`config.mk`:
```
export PLATFORM = sky130hd
export DESIGN_NAME = sd_lvs_ctrl
export DESIGN_NICKNAME = d
export VERILOG_FILES = /design/src/rtl/sd_lvs_ctrl.sv
export SDC_FILE = /design/constraint.sdc
export NUM_CORES = 1
export LEC_CHECK = 0
export CAP_MARGIN = 20
export CORE_MARGIN = 5
export CORE_UTILIZATION = 45
export DETAILED_ROUTE_END_ITERATION = 8
export MAX_ROUTING_LAYER = met4
export PLACE_DENSITY = 0.77
export SETUP_SLACK_MARGIN = 0.3
export SLEW_MARGIN = 20
export SYNTH_ARGS = -nofsm -noshare
export SYNTH_HDL_FRONTEND = slang
export SYNTH_SLANG_ARGS = --single-unit
```
`constraint.sdc`:
```
create_clock -name clk -period 2.9 [get_ports clk]
set_clock_uncertainty 0.1 [all_clocks]
set_input_delay 0.87 -clock clk [delete_from_list [all_inputs] [get_ports clk]]
set_output_delay 0.87 -clock clk [all_outputs]
set_load 0.02 [all_outputs]
```
`src/rtl/sd_lvs_ctrl.sv`:
```
// sd_lvs_ctrl: sequencer for the SD low-voltage-signalling identification handshake.
// Build option SD_LVS_MAJORITY_EN: DAT2 decided by strict majority instead of all-high.
module sd_lvs_ctrl #(
  parameter int HOLD_CYCLES   = 1024,
  parameter int PULSE_CYCLES  = 8,
  parameter int SETTLE_CYCLES = 16,
  parameter int SAMPLE_CYCLES = 64,
  parameter int CNT_W         = 16
) (
  input  logic       clk,
  input  logic       rst_n,
  input  logic       start,
  input  logic       abort,
  output logic       busy,
  output logic       done,
  output logic       lvs_ok,
  output logic       sd_clk,
  output logic       sd_cmd_out,
  output logic       sd_cmd_oe,
  output logic [3:0] sd_dat_out,
  output logic [3:0] sd_dat_oe,
  input  logic [3:0] sd_dat_in
);

  typedef enum logic [2:0] {
    ST_IDLE   = 3'd0,
    ST_HOLD   = 3'd1,
    ST_PULSE  = 3'd2,
    ST_SETTLE = 3'd3,
    ST_SAMPLE = 3'd4,
    ST_FINISH = 3'd5
  } state_e;

  localparam logic [CNT_W-1:0] HOLD_LD   = CNT_W'(HOLD_CYCLES - 1);
  localparam logic [CNT_W-1:0] PULSE_LD  = CNT_W'(PULSE_CYCLES - 1);
  localparam logic [CNT_W-1:0] SETTLE_LD = CNT_W'(SETTLE_CYCLES - 1);
  localparam logic [CNT_W-1:0] SAMPLE_LD = CNT_W'(SAMPLE_CYCLES - 1);

`ifdef SD_LVS_MAJORITY_EN
  localparam int ACC_W = $clog2(SAMPLE_CYCLES + 1);
  localparam logic [ACC_W-1:0] ACC_INIT = '0;

  function automatic logic [ACC_W-1:0] acc_next(input logic [ACC_W-1:0] acc, input logic smp);
    return acc + ACC_W'(smp);
  endfunction

  function automatic logic decide(input logic [ACC_W-1:0] acc);
    return (32'(acc) * 32'd2) > 32'(SAMPLE_CYCLES);
  endfunction
`else
  localparam int ACC_W = 1;
  localparam logic [ACC_W-1:0] ACC_INIT = 1'b1;

  function automatic logic [ACC_W-1:0] acc_next(input logic [ACC_W-1:0] acc, input logic smp);
    return acc & smp;
  endfunction

  function automatic logic decide(input logic [ACC_W-1:0] acc);
    return acc[0];
  endfunction
`endif

  state_e           state_q, state_d;
  logic [CNT_W-1:0] cnt_q, cnt_d;
  logic [ACC_W-1:0] acc_q, acc_d;
  logic             busy_q, busy_d;
  logic             done_q, done_d;
  logic             lvs_q, lvs_d;
  logic             clk_q, clk_d;
  logic             cmd_oe_q, cmd_oe_d;
  logic [3:0]       dat_oe_q, dat_oe_d;
  logic             unused_dat_s;

  // Only DAT2 carries the card's answer; the other DAT inputs are intentionally ignored.
  assign unused_dat_s = ^{sd_dat_in[3], sd_dat_in[1:0]};

  // Next-state and registered-output computation.
  always_comb begin
    state_d  = state_q;
    cnt_d    = cnt_q;
    acc_d    = acc_q;
    busy_d   = busy_q;
    done_d   = 1'b0;
    lvs_d    = lvs_q;
    clk_d    = clk_q;
    cmd_oe_d = cmd_oe_q;
    dat_oe_d = dat_oe_q;
    if ((state_q != ST_IDLE) && abort) begin
      state_d  = ST_IDLE;
      busy_d   = 1'b0;
      lvs_d    = 1'b0;
      clk_d    = 1'b0;
      cmd_oe_d = 1'b0;
      dat_oe_d = 4'b0000;
    end else begin
      case (state_q)
        ST_IDLE: begin
          if (start && !abort) begin
            state_d  = ST_HOLD;
            cnt_d    = HOLD_LD;
            busy_d   = 1'b1;
            lvs_d    = 1'b0;
            cmd_oe_d = 1'b1;
            dat_oe_d = 4'b1111;
          end else begin
            state_d = ST_IDLE;
          end
        end
        ST_HOLD: begin
          if (cnt_q == '0) begin
            state_d = ST_PULSE;
            cnt_d   = PULSE_LD;
            clk_d   = 1'b1;
          end else begin
            cnt_d = cnt_q - 1'b1;
          end
        end
        ST_PULSE: begin
          if (cnt_q == '0) begin
            state_d  = ST_SETTLE;
            cnt_d    = SETTLE_LD;
            clk_d    = 1'b0;
            dat_oe_d = 4'b1011;
          end else begin
            cnt_d = cnt_q - 1'b1;
          end
        end
        ST_SETTLE: begin
          if (cnt_q == '0) begin
            state_d = ST_SAMPLE;
            cnt_d   = SAMPLE_LD;
            acc_d   = ACC_INIT;
          end else begin
            cnt_d = cnt_q - 1'b1;
          end
        end
        ST_SAMPLE: begin
          acc_d = acc_next(acc_q, sd_dat_in[2]);
          if (cnt_q == '0) begin
            // The final sample is folded in before the decision is taken.
            state_d  = ST_FINISH;
            lvs_d    = decide(acc_next(acc_q, sd_dat_in[2]));
            done_d   = 1'b1;
            busy_d   = 1'b0;
            cmd_oe_d = 1'b0;
            dat_oe_d = 4'b0000;
          end else begin
            cnt_d = cnt_q - 1'b1;
          end
        end
        ST_FINISH: begin
          state_d = ST_IDLE;
        end
        default: begin
          state_d  = ST_IDLE;
          busy_d   = 1'b0;
          lvs_d    = 1'b0;
          clk_d    = 1'b0;
          cmd_oe_d = 1'b0;
          dat_oe_d = 4'b0000;
        end
      endcase
    end
  end

  // State, counter, accumulator and output registers.
  always_ff @(posedge clk or negedge rst_n) begin
    if (!rst_n) begin
      state_q  <= ST_IDLE;
      cnt_q    <= '0;
      acc_q    <= '0;
      busy_q   <= 1'b0;
      done_q   <= 1'b0;
      lvs_q    <= 1'b0;
      clk_q    <= 1'b0;
      cmd_oe_q <= 1'b0;
      dat_oe_q <= 4'b0000;
    end else begin
      state_q  <= state_d;
      cnt_q    <= cnt_d;
      acc_q    <= acc_d;
      busy_q   <= busy_d;
      done_q   <= done_d;
      lvs_q    <= lvs_d;
      clk_q    <= clk_d;
      cmd_oe_q <= cmd_oe_d;
      dat_oe_q <= dat_oe_d;
    end
  end

  assign busy       = busy_q;
  assign done       = done_q;
  assign lvs_ok     = lvs_q;
  assign sd_clk     = clk_q;
  assign sd_cmd_out = 1'b0;
  assign sd_cmd_oe  = cmd_oe_q;
  assign sd_dat_out = 4'b0000;
  assign sd_dat_oe  = dat_oe_q;

endmodule

```
==> impl_metrics.env <==
export IMPL_p_total_uw=832
export IMPL_path_delay_family="simple AND/OR/NAND/NOR gates"
export IMPL_synthArstFlopShare_pct=100
export IMPL_rsz0062_at_grt="no"
export IMPL_critPathArrivalTime_ps=2660
export IMPL_avgViaCountPerCell=5.97
export IMPL_dr_first_iter_drc_count=134
export IMPL_dp_hpwl_um=2850
export IMPL_post_route_drc_count=0
export IMPL_cts_path_max_buffers=2
export IMPL_critPathKind="input port to flip-flop"
export IMPL_cts_tree="done"
export IMPL_htree_num_levels=1
export IMPL_cp_slowest_cell="or4_1"
export IMPL_r2r_slack_ps=520
export IMPL_drt_total_wl_um=3850
export IMPL_clk_latency_ps=280
export IMPL_die_h_um=71.4
export IMPL_wl_per_cell_um=14.8
export IMPL_nets=223
export IMPL_synth_seq_cells=26
export IMPL_grt_max_degree=27
export IMPL_path_max_fanout=6
export IMPL_rows=22
export IMPL_max_cap_viol_count=0
export IMPL_vias=1551
export IMPL_synth_distinct_cells=51
export IMPL_min_from="sd_dat_oe[2]"
export IMPL_relSlewSlack_pct=51.4
export IMPL_drtAntennaViolNets=0
export IMPL_crit_chain="clkdlybuf4s50_1 -> a211o_1 -> or3_4 -> or4_1 -> a21oi_2"
export IMPL_irDropWorstVdd_uv=168
export IMPL_drive_gt1_share_pct=13.2
export IMPL_clockRootBuffer="clkbuf_8"
export IMPL_postCtsSetupBuffers=0
export IMPL_antenna_found_initial=0
export IMPL_r2r_start="state_q[1]"
export IMPL_required_ps=3010
export IMPL_power_density_nw_per_um2=429
export IMPL_die_area_um2=5100
export IMPL_diodes=0
export IMPL_critPathLaunchType="input port"
export IMPL_synth_edf_count=0
export IMPL_worst_slew_pin_slew_ps=722
export IMPL_setup_violations=0
export IMPL_io_buffers=13
export IMPL_grt_first_pass_wirelength_um=6360
export IMPL_grt_usage_pct=15.9
export IMPL_synth_area_um2=1700
export IMPL_final_cell_mix="dfrtp_1 (26), nor2_1 (19), a21oi_1 (17)"
export IMPL_hold_violations=0
export IMPL_clkSlewWorstSetupHoldPaths_ps=90
export IMPL_core_area_um2=3660
export IMPL_ys_flop_type="dfrtp_1"
export IMPL_status="finished clean"
export IMPL_hold_path_class="flip-flop to flip-flop"
export IMPL_synthToLayoutAreaGrowth_pct=14.4
export IMPL_dr_pass1_iters=4
export IMPL_holdWs_ps=383
export IMPL_fillers=352
export IMPL_start_util_pct=46.3
export IMPL_timing_fmax_mhz=393
export IMPL_startpoint="abort"
export IMPL_fin_crit_ps=2540
export IMPL_crit_path_end_kind="flip-flop"
export IMPL_timing_final_max_slew_violations=0
export IMPL_crit_buf_inv=1
export IMPL_dieWidth_um=71.4
export IMPL_mostFrequentLayoutCell="dfrtp_1"
export IMPL_synthCells=200
export IMPL_syn_avg_cell_area_um2=8.48
export IMPL_cts_sinks=26
export IMPL_fin_crit_sh_pct=87.7
export IMPL_yosys_warnings=0
export IMPL_hold_buffers=0
export IMPL_power_leakage_nw=0.760
export IMPL_grt_ovfl_total=0
export IMPL_numCtsBuffers=3
export IMPL_place_gp_congestion=0.861
export IMPL_yosysSeqAreaShare_pct=38.4
export IMPL_ios=22
export IMPL_slowest_delay_ps=500
export IMPL_grt_pass1_vias=1414
## registers in the layout, summed over array words and instances, names as in the netlist
| name | flops |
|---|---|
| cnt_q | 16 |
| state_q | 3 |
| sd_dat_oe | 2 |
| acc_q | 1 |
| done | 1 |
| lvs_ok | 1 |
| sd_clk | 1 |
| sd_cmd_oe | 1 |
## cell type report
| cell class | count | area [um^2] | area share [%] |
|---|---|---|---|
| Timing Repair Buffer | 24 | 211 | 10.9 |
| Sequential cell | 26 | 651 | 33.5 |
| Multi-Input combinational cell | 153 | 943 | 48.6 |
| Tap cell | 48 | 60.1 | 3.10 |
| Clock buffer | 4 | 55.1 | 2.84 |
| Inverter | 5 | 18.8 | 0.968 |
## metrics by stage
step / std cells / area (um^2) / setup slack, ps / utilization, % / TNS (ps)
6_report: 260 / 1940 / 357 / 53.0 / 0
5_1_grt: 260 / 1940 / 307 / 53.0 / 0
4_1_cts: 260 / 1930 / 366 / 52.7 / 0
3_5_place_dp: 256 / 1870 / -105 / 51.1 / -270
3_3_place_gp: 256 / 1870 / -59.0 / 51.1 / -139
2_1_floorplan: 204 / 1710 / 428 / - / 0
## logic make-up after synthesis
family	count (synthesis)	synth area share, %
AND/OR/NAND/NOR	86	28.0
AO/OA/AOI/OAI	54	20.5
flip-flops	26	38.4
buffers and inverters	25	7.82
multiplexers	4	2.51
adder cells (fa/ha/maj)	2	1.48
XOR/XNOR	2	1.03
other	1	0.221
## routing by layer
metal  vias to the layer above  global-route usage (%)  routed length, um
li1                        751                       -                  -
met1                       752                    19.8               1720
met2                        41                    25.6               1860
met3                         7                    1.82                199
met4                         0                    7.52                 72
met5                         -                       -                  0
## what timing repair did
| item | 4_1_cts | 5_1_grt |
|---|---|---|
| setup endpoints to repair | 3 | 3 |
| pin swaps | 1 | 0 |
| resized for setup | 2 | 3 |
## cell usage after synthesis (all sizes together) (2+ instances only)
cell type,count,share of area (%)
a211o,3,1.6
a211oi,2,1.2
a21o,2,0.89
a21oi,18,5.3
a221oi,2,1.0
a31oi,3,1.1
and2,2,0.74
and3,2,0.74
buf,10,4.5
clkbuf,10,2.2
dfrtp,26,38
ha,2,1.5
inv,5,1.1
mux2,2,1.3
mux2i,2,1.2
nand2,12,2.7
nand3,5,1.5
nor2,19,4.2
nor2b,2,0.74
nor3,10,3.0
nor4,9,3.7
o21ai,11,3.2
o31ai,4,1.8
or2,4,1.5
or3,6,2.5
or3b,2,1.0
or4,6,2.7
xor2,2,1.0
## path summary, 6_finish.rpt
path,to,cells past startpoint
worst max-delay path,cnt_q[14],5
worst min-delay path,sd_dat_oe[2],1
worst max register to register,cnt_q[14],5
worst min register to register,sd_dat_oe[2],1
max in group asynchronous,sd_cmd_oe,2
min in group asynchronous,cnt_q[11],2
## report_power, final
group	leakage, nW	switching, mW	internal (mW)
clock network	0.0288	0.117	0.122
registers	0.302	0.0330	0.387
logic	0.429	0.0958	0.0771
(Power assumes the default switching activity.)
